===== src/rtl/icnbc_sweep_ctrl_if.sv =====
// Bundle of host configuration, engine control and result stream signals for
// the ICNBC sweep controller. The master side is the controller itself; the
// slave side is whatever surrounds it (host, engine, result consumer).
interface icnbc_sweep_ctrl_if #(
   parameter int N     = 8,
   parameter int CNT_W = 16,
   parameter int TO_W  = 24
);
   // host configuration
   logic             cfg_go;
   logic             cfg_abort;
   logic [N-1:0]     n_lo;
   logic [N-1:0]     n_hi;
   logic [N-1:0]     ld_lo;
   logic [N-1:0]     ld_hi;
   logic [TO_W-1:0]  timeout;
   // engine control
   logic             eng_start;
   logic [N-1:0]     eng_n;
   logic [N-1:0]     eng_min_ld;
   logic             eng_done;
   logic [CNT_W-1:0] eng_count;
   // result stream
   logic             res_valid;
   logic             res_ready;
   logic [N-1:0]     res_n;
   logic [N-1:0]     res_ld;
   logic [CNT_W-1:0] res_count;
   logic             res_timeout;
   // status
   logic             busy;
   logic             sweep_done;
   logic             aborted;
   logic             err_cfg;

   modport master (
      input  cfg_go, cfg_abort, n_lo, n_hi, ld_lo, ld_hi, timeout,
      input  eng_done, eng_count, res_ready,
      output eng_start, eng_n, eng_min_ld,
      output res_valid, res_n, res_ld, res_count, res_timeout,
      output busy, sweep_done, aborted, err_cfg
   );

   modport slave (
      output cfg_go, cfg_abort, n_lo, n_hi, ld_lo, ld_hi, timeout,
      output eng_done, eng_count, res_ready,
      input  eng_start, eng_n, eng_min_ld,
      input  res_valid, res_n, res_ld, res_count, res_timeout,
      input  busy, sweep_done, aborted, err_cfg
   );
endinterface


===== src/rtl/icnbc_sweep_ctrl.sv =====
// ICNBC sweep controller: walks the engine over an inclusive (n, min_ld) grid,
// ld inner loop and n outer loop, starting the engine once per point and
// emitting one result record per point on a valid/ready stream. A point ends
// on engine done or on the optional WAIT timeout; done wins a tie.
module icnbc_sweep_ctrl #(
   parameter int N     = 8,
   parameter int CNT_W = 16,
   parameter int TO_W  = 24
) (
   input  logic               clk,
   input  logic               rst_n,
   icnbc_sweep_ctrl_if.master bus
);

   typedef enum logic [2:0] {
      S_IDLE,
      S_START,
      S_WAIT,
      S_REPORT,
      S_DONE
   } state_t;

   state_t           state_q;
   logic [N-1:0]     n_hi_q;
   logic [N-1:0]     ld_lo_q;
   logic [N-1:0]     ld_hi_q;
   logic [TO_W-1:0]  timeout_q;
   logic [N-1:0]     cur_n_q;
   logic [N-1:0]     cur_ld_q;
   logic [TO_W-1:0]  tmr_q;
   logic             eng_start_q;
   logic             res_valid_q;
   logic [CNT_W-1:0] res_count_q;
   logic             res_timeout_q;
   logic             sweep_done_q;
   logic             aborted_q;
   logic             err_cfg_q;

   logic [N-1:0]     cur_n_d;
   logic [N-1:0]     cur_ld_d;
   logic             last_ld;
   logic             last_n;
   logic             cfg_bad;
   logic             tmr_expired;

   // Next grid point; bounds are compared before incrementing so a bound of
   // all-ones never has to wrap to reach the end of the sweep.
   always_comb begin
      last_ld  = (cur_ld_q == ld_hi_q);
      last_n   = (cur_n_q == n_hi_q);
      cur_n_d  = cur_n_q;
      cur_ld_d = cur_ld_q + N'(1);
      if (last_ld) begin
         cur_ld_d = ld_lo_q;
         cur_n_d  = cur_n_q + N'(1);
      end
   end

   // Configuration sanity and WAIT timeout decode.
   always_comb begin
      cfg_bad     = (bus.n_lo > bus.n_hi) || (bus.ld_lo > bus.ld_hi) ||
                    (bus.ld_lo == '0);
      tmr_expired = (timeout_q != '0) && (tmr_q == timeout_q - TO_W'(1));
   end

   // Sweep sequencer with registered outputs; pulses default low each cycle.
   always_ff @(posedge clk or negedge rst_n) begin
      if (!rst_n) begin
         state_q       <= S_IDLE;
         n_hi_q        <= '0;
         ld_lo_q       <= '0;
         ld_hi_q       <= '0;
         timeout_q     <= '0;
         cur_n_q       <= '0;
         cur_ld_q      <= '0;
         tmr_q         <= '0;
         eng_start_q   <= 1'b0;
         res_valid_q   <= 1'b0;
         res_count_q   <= '0;
         res_timeout_q <= 1'b0;
         sweep_done_q  <= 1'b0;
         aborted_q     <= 1'b0;
         err_cfg_q     <= 1'b0;
      end else begin
         eng_start_q  <= 1'b0;
         sweep_done_q <= 1'b0;
         aborted_q    <= 1'b0;
         err_cfg_q    <= 1'b0;
         if ((state_q != S_IDLE) && bus.cfg_abort) begin
            // Abandon the sweep; a pending record is dropped.
            state_q     <= S_IDLE;
            aborted_q   <= 1'b1;
            res_valid_q <= 1'b0;
         end else begin
            case (state_q)
               S_IDLE: begin
                  if (bus.cfg_go) begin
                     n_hi_q    <= bus.n_hi;
                     ld_lo_q   <= bus.ld_lo;
                     ld_hi_q   <= bus.ld_hi;
                     timeout_q <= bus.timeout;
                     if (cfg_bad) begin
                        err_cfg_q <= 1'b1;
                     end else begin
                        cur_n_q     <= bus.n_lo;
                        cur_ld_q    <= bus.ld_lo;
                        eng_start_q <= 1'b1;
                        state_q     <= S_START;
                     end
                  end
               end
               S_START: begin
                  tmr_q   <= '0;
                  state_q <= S_WAIT;
               end
               S_WAIT: begin
                  tmr_q <= tmr_q + TO_W'(1);
                  if (bus.eng_done) begin
                     res_count_q   <= bus.eng_count;
                     res_timeout_q <= 1'b0;
                     res_valid_q   <= 1'b1;
                     state_q       <= S_REPORT;
                  end else if (tmr_expired) begin
                     res_count_q   <= '0;
                     res_timeout_q <= 1'b1;
                     res_valid_q   <= 1'b1;
                     state_q       <= S_REPORT;
                  end
               end
               S_REPORT: begin
                  if (bus.res_ready) begin
                     res_valid_q <= 1'b0;
                     if (last_ld && last_n) begin
                        sweep_done_q <= 1'b1;
                        state_q      <= S_DONE;
                     end else begin
                        cur_n_q     <= cur_n_d;
                        cur_ld_q    <= cur_ld_d;
                        eng_start_q <= 1'b1;
                        state_q     <= S_START;
                     end
                  end
               end
               S_DONE: begin
                  state_q <= S_IDLE;
               end
               default: begin
                  state_q <= S_IDLE;
               end
            endcase
         end
      end
   end

   assign bus.eng_start   = eng_start_q;
   assign bus.eng_n       = cur_n_q;
   assign bus.eng_min_ld  = cur_ld_q;
   assign bus.res_valid   = res_valid_q;
   assign bus.res_n       = cur_n_q;
   assign bus.res_ld      = cur_ld_q;
   assign bus.res_count   = res_count_q;
   assign bus.res_timeout = res_timeout_q;
   assign bus.busy        = (state_q != S_IDLE);
   assign bus.sweep_done  = sweep_done_q;
   assign bus.aborted     = aborted_q;
   assign bus.err_cfg     = err_cfg_q;

endmodule

===== src/flat_wrapper.sv =====
// flat-port wrapper written by rule: the top's interface ports become plain ports
module icnbc_sweep_ctrl_flat 
#(
   parameter int N     = 8,
   parameter int CNT_W = 16,
   parameter int TO_W  = 24
)
  (clk, rst_n, bus_cfg_go, bus_cfg_abort, bus_n_lo, bus_n_hi, bus_ld_lo, bus_ld_hi, bus_timeout, bus_eng_done, bus_eng_count, bus_res_ready, bus_eng_start, bus_eng_n, bus_eng_min_ld, bus_res_valid, bus_res_n, bus_res_ld, bus_res_count, bus_res_timeout, bus_busy, bus_sweep_done, bus_aborted, bus_err_cfg);
  icnbc_sweep_ctrl_if #(.N(N), .CNT_W(CNT_W), .TO_W(TO_W)) bus_i ();
  input  logic clk;
  input  logic rst_n;
  input wire logic [$bits(bus_i.cfg_go)-1:0] bus_cfg_go;
  input wire logic [$bits(bus_i.cfg_abort)-1:0] bus_cfg_abort;
  input wire logic [$bits(bus_i.n_lo)-1:0] bus_n_lo;
  input wire logic [$bits(bus_i.n_hi)-1:0] bus_n_hi;
  input wire logic [$bits(bus_i.ld_lo)-1:0] bus_ld_lo;
  input wire logic [$bits(bus_i.ld_hi)-1:0] bus_ld_hi;
  input wire logic [$bits(bus_i.timeout)-1:0] bus_timeout;
  input wire logic [$bits(bus_i.eng_done)-1:0] bus_eng_done;
  input wire logic [$bits(bus_i.eng_count)-1:0] bus_eng_count;
  input wire logic [$bits(bus_i.res_ready)-1:0] bus_res_ready;
  output wire logic [$bits(bus_i.eng_start)-1:0] bus_eng_start;
  output wire logic [$bits(bus_i.eng_n)-1:0] bus_eng_n;
  output wire logic [$bits(bus_i.eng_min_ld)-1:0] bus_eng_min_ld;
  output wire logic [$bits(bus_i.res_valid)-1:0] bus_res_valid;
  output wire logic [$bits(bus_i.res_n)-1:0] bus_res_n;
  output wire logic [$bits(bus_i.res_ld)-1:0] bus_res_ld;
  output wire logic [$bits(bus_i.res_count)-1:0] bus_res_count;
  output wire logic [$bits(bus_i.res_timeout)-1:0] bus_res_timeout;
  output wire logic [$bits(bus_i.busy)-1:0] bus_busy;
  output wire logic [$bits(bus_i.sweep_done)-1:0] bus_sweep_done;
  output wire logic [$bits(bus_i.aborted)-1:0] bus_aborted;
  output wire logic [$bits(bus_i.err_cfg)-1:0] bus_err_cfg;
  assign bus_i.cfg_go = bus_cfg_go;
  assign bus_i.cfg_abort = bus_cfg_abort;
  assign bus_i.n_lo = bus_n_lo;
  assign bus_i.n_hi = bus_n_hi;
  assign bus_i.ld_lo = bus_ld_lo;
  assign bus_i.ld_hi = bus_ld_hi;
  assign bus_i.timeout = bus_timeout;
  assign bus_i.eng_done = bus_eng_done;
  assign bus_i.eng_count = bus_eng_count;
  assign bus_i.res_ready = bus_res_ready;
  assign bus_eng_start = bus_i.eng_start;
  assign bus_eng_n = bus_i.eng_n;
  assign bus_eng_min_ld = bus_i.eng_min_ld;
  assign bus_res_valid = bus_i.res_valid;
  assign bus_res_n = bus_i.res_n;
  assign bus_res_ld = bus_i.res_ld;
  assign bus_res_count = bus_i.res_count;
  assign bus_res_timeout = bus_i.res_timeout;
  assign bus_busy = bus_i.busy;
  assign bus_sweep_done = bus_i.sweep_done;
  assign bus_aborted = bus_i.aborted;
  assign bus_err_cfg = bus_i.err_cfg;
  icnbc_sweep_ctrl #(.N(N), .CNT_W(CNT_W), .TO_W(TO_W)) u_core (.clk(clk), .rst_n(rst_n), .bus(bus_i));
endmodule

===== config.mk =====
export PLATFORM = sky130hd
export DESIGN_NAME = icnbc_sweep_ctrl_flat
export DESIGN_NICKNAME = d
export VERILOG_FILES = /design/src/rtl/icnbc_sweep_ctrl_if.sv /design/src/rtl/icnbc_sweep_ctrl.sv /design/src/flat_wrapper.sv
export SDC_FILE = /design/constraint.sdc
export NUM_CORES = 1
export LEC_CHECK = 0
export CAP_MARGIN = 10
export CORE_MARGIN = 5
export CORE_UTILIZATION = 57
export CTS_CLUSTER_DIAMETER = 120
export DETAILED_ROUTE_END_ITERATION = 8
export PLACE_DENSITY = 0.87
export SETUP_SLACK_MARGIN = 0.15
export SYNTH_ARGS = -nofsm -noshare
export SYNTH_HDL_FRONTEND = slang
export SYNTH_SLANG_ARGS = --single-unit

===== constraint.sdc =====
create_clock -name clk -period 5.2 [get_ports clk]
set_input_delay 1.04 -clock clk [delete_from_list [all_inputs] [get_ports clk]]
set_output_delay 1.04 -clock clk [all_outputs]
set_load 0.01 [all_outputs]

==> flow_metrics.tcl <==
set metrics [dict create \
    n_antenna_cell 0 \
    place_congestion 0.8843 \
    dr.pass1.iters 5 \
    io_buffers 132 \
    drc 0 \
    dieArea_um2 14120 \
    syn2layout_area_growth_pct 27.73 \
    final_cell_mix "131 x clkdlybuf4s50_1, 113 x dfrtp_1, 84 x nand2_1" \
    nets 921 \
    cp-end-kind "register" \
    cts_tree "built" \
    place_inst 947 \
    ys_seq_area_share_pct 41.90 \
    cp_slowest_cell "a32oi_1" \
    post_cts_buffers 0 \
    chipHeight_um 118.8 \
    fin_total_pwr_w 0.004640 \
    yosys_warnings 0 \
    synth-seq-cells 113 \
    cts.path.max_buffers 2 \
    drive_above_1_share_pct 11.86 \
    grt_pass1_vias 6197 \
    synth_nets 808 \
    core-area_um2 11520 \
    antenna_found_initial 0 \
    critical_path.top_delay_family "compound AO/OA/AOI/OAI gates" \
    highest_layer "met4" \
    synth_edf_count 0 \
    p_per_area_nw_per_um2 538.2 \
    grt_first_pass_wirelength_mm 30.35 \
    setup_viol 0 \
    tns_ps 0 \
    worst-setup-path-type "input pin to register" \
    wire_per_inst_um 18.71 \
    slew_headroom_pct 38.28 \
    fillers 769 \
    hold_buffers 0 \
    postSynthAreaPerCell_um2 9.506 \
    netlist.area_leader.share_pct 41.90 \
    status "finished clean" \
    clkLatencyLatePin_ps 420 \
    htreeDepth 4 \
    root_buffer "clkbuf_16" \
    fin_crit_ps 3673 \
    floorplan.initialDensity_pct 58.60 \
    met3_wirelength_mm 1.643 \
    drtAntennaViolNets 0 \
    track_usage_pct 26.52 \
    cts_made_buffers 17 \
    drv_cap 0 \
    synthArstFlopShare_pct 100.0 \
    dr_wl_met2_mm 9.125 \
    synthesis.area_um2 6749 \
    p_leak_nw 3.682 \
    cts-resized-gates 0 \
    fmax_mhz 272.3 \
    cts_sinks 113 \
    place_hpwl_mm 13.23 \
    start_kind "input pin" \
    io_pins 133 \
    peakVddDrop_mv 0.4043 \
    critPathArrivalTime_ps 4020 \
    drt-total-wl_mm 18.30 \
    finalCritPeriodShare_pct 70.63 \
    grt_max_degree 72 \
    layout_commonest_cell "clkdlybuf4s50_1" \
    worst_pin_slew_ps 917.4 \
    finalClockSkew_ps 8.433 \
    ys_types 72 \
    synth-main-ff-cell "dfrtp_1" \
    path_cells "clkdlybuf4s50_1 -> ha_1 -> nor2b_1 -> o211ai_1 -> a21oi_1 -> o22ai_1 -> a32oi_1 -> inv_1 -> o2bb2a_1" \
    hp-class "register to register" \
    die_w_um 118.8 \
    via_per_inst 6.065 \
    ys_top_cells_by_area "dfrtp_1 42%, mux2_2 7.3%, nand2_1 4.7%" \
    fin_cells 978 \
    synthCells 710 \
    post-synth-top-area-cell "dfrtp_1" \
    rows 39 \
    clk_pin_slew_ps 50 \
    finalHoldViolCount 0 \
    critPathRequiredTime_ps 5550 \
    wl_met1_mm 7.223 \
    first_iter_violations 580 \
    final_max_slew_viol_count 0 \
    crit_fanout 12 \
    rrSetupSlack_ps 1700 \
    crit_buf_inv 2 \
    slowest_delay_ps 800 \
    dr_total_vias 5932 \
    rsz0062_at_grt "false" \
    gr-total-overflow 0 \
]
cells in the mapped netlist, drive strengths merged (3+ instances only):
library cell	instances
or4	5
o21a	3
and2	4
and3	12
nand2	84
nor3	17
buf	19
xor2	34
o21ai	63
dfrtp	113
xnor2	21
nor4	15
nand4	13
nand3	25
o211ai	8
nor2	42
nor4b	3
inv	32
o22ai	5
a21oi	29
and4	5
o31ai	5
nor2b	5
a31oi	5
clkbuf	23
mux2i	3
ha	20
nand2b	4
o2bb2a	3
mux2	44
a211oi	4
a21boi	3
a21o	7
registers in the layout (all words and copies together) (netlist names):
name                    count
u_core.bus.eng_n            8
u_core.bus.err_cfg          1
u_core.tmr_q               24
u_core.bus.res_timeout      1
u_core.ld_lo_q              8
u_core.ld_hi_q              8
u_core.bus.aborted          1
u_core.timeout_q           24
u_core.state_q              3
u_core.bus.res_count       16
u_core.bus.sweep_done       1
u_core.n_hi_q               8
u_core.bus.eng_min_ld       8
u_core.bus.res_valid        1
u_core.bus.eng_start        1
logic make-up after synthesis:
group,after synthesis,synth area share [%]
simple gates,248,19.91
compound gates,152,13.85
flops,113,41.90
buf+inv,75,5.710
xor+xnor,55,7.138
mux,47,7.787
fa+ha+maj,20,3.708
metal layers:
metal,vias up,track usage (%)
met4,0,8.617
met5,-,0
met2,291,44.90
met1,2846,32.09
li1,2757,-
met3,38,8.768
power by group:
part	internal, W	switching, W
logic	0.000960	0.000835
registers	0.00121	0.000459
clock network	0.000769	0.000404
cell type report:
cell class | instances | area (um2) | share of cell area, %
multi-input combinational | 522 | 3543 | 41.10
sequential | 113 | 2828 | 32.80
timing repair buffer | 137 | 1356 | 15.73
clock buffer | 20 | 456.7 | 5.298
tap | 143 | 178.9 | 2.075
clock inverter | 11 | 137.6 | 1.597
inverter | 32 | 120.1 | 1.393
metrics by stage:
stage	util [%]	setup slack (ps)	cell area (um2)	hold WS, ps
after floorplan	-	2338	6749	480.0
after global placement	69.70	1487	8026	472.1
after detailed placement	69.70	1337	8026	490.8
after CTS	74.86	1625	8621	502.9
after global routing	74.86	1287	8621	526.7
final	74.86	1527	8621	500.2
worst paths after layout:
kind                                          startpoint                       end  cells after the start
worst min register to register    u_core.bus.res_timeout    u_core.bus.res_timeout                      1
worst max register to register  u_core.bus.eng_min_ld[0]       u_core.bus.eng_n[1]                      6
min in group asynchronous                          rst_n          u_core.n_hi_q[0]                      1
worst min-delay path              u_core.bus.res_timeout    u_core.bus.res_timeout                      1
max in group asynchronous                          rst_n  u_core.bus.res_count[14]                      2
worst max-delay path                        bus_ld_lo[1]       u_core.bus.eng_n[1]                      9
Note: power is estimated with default switching activity, not from simulation.
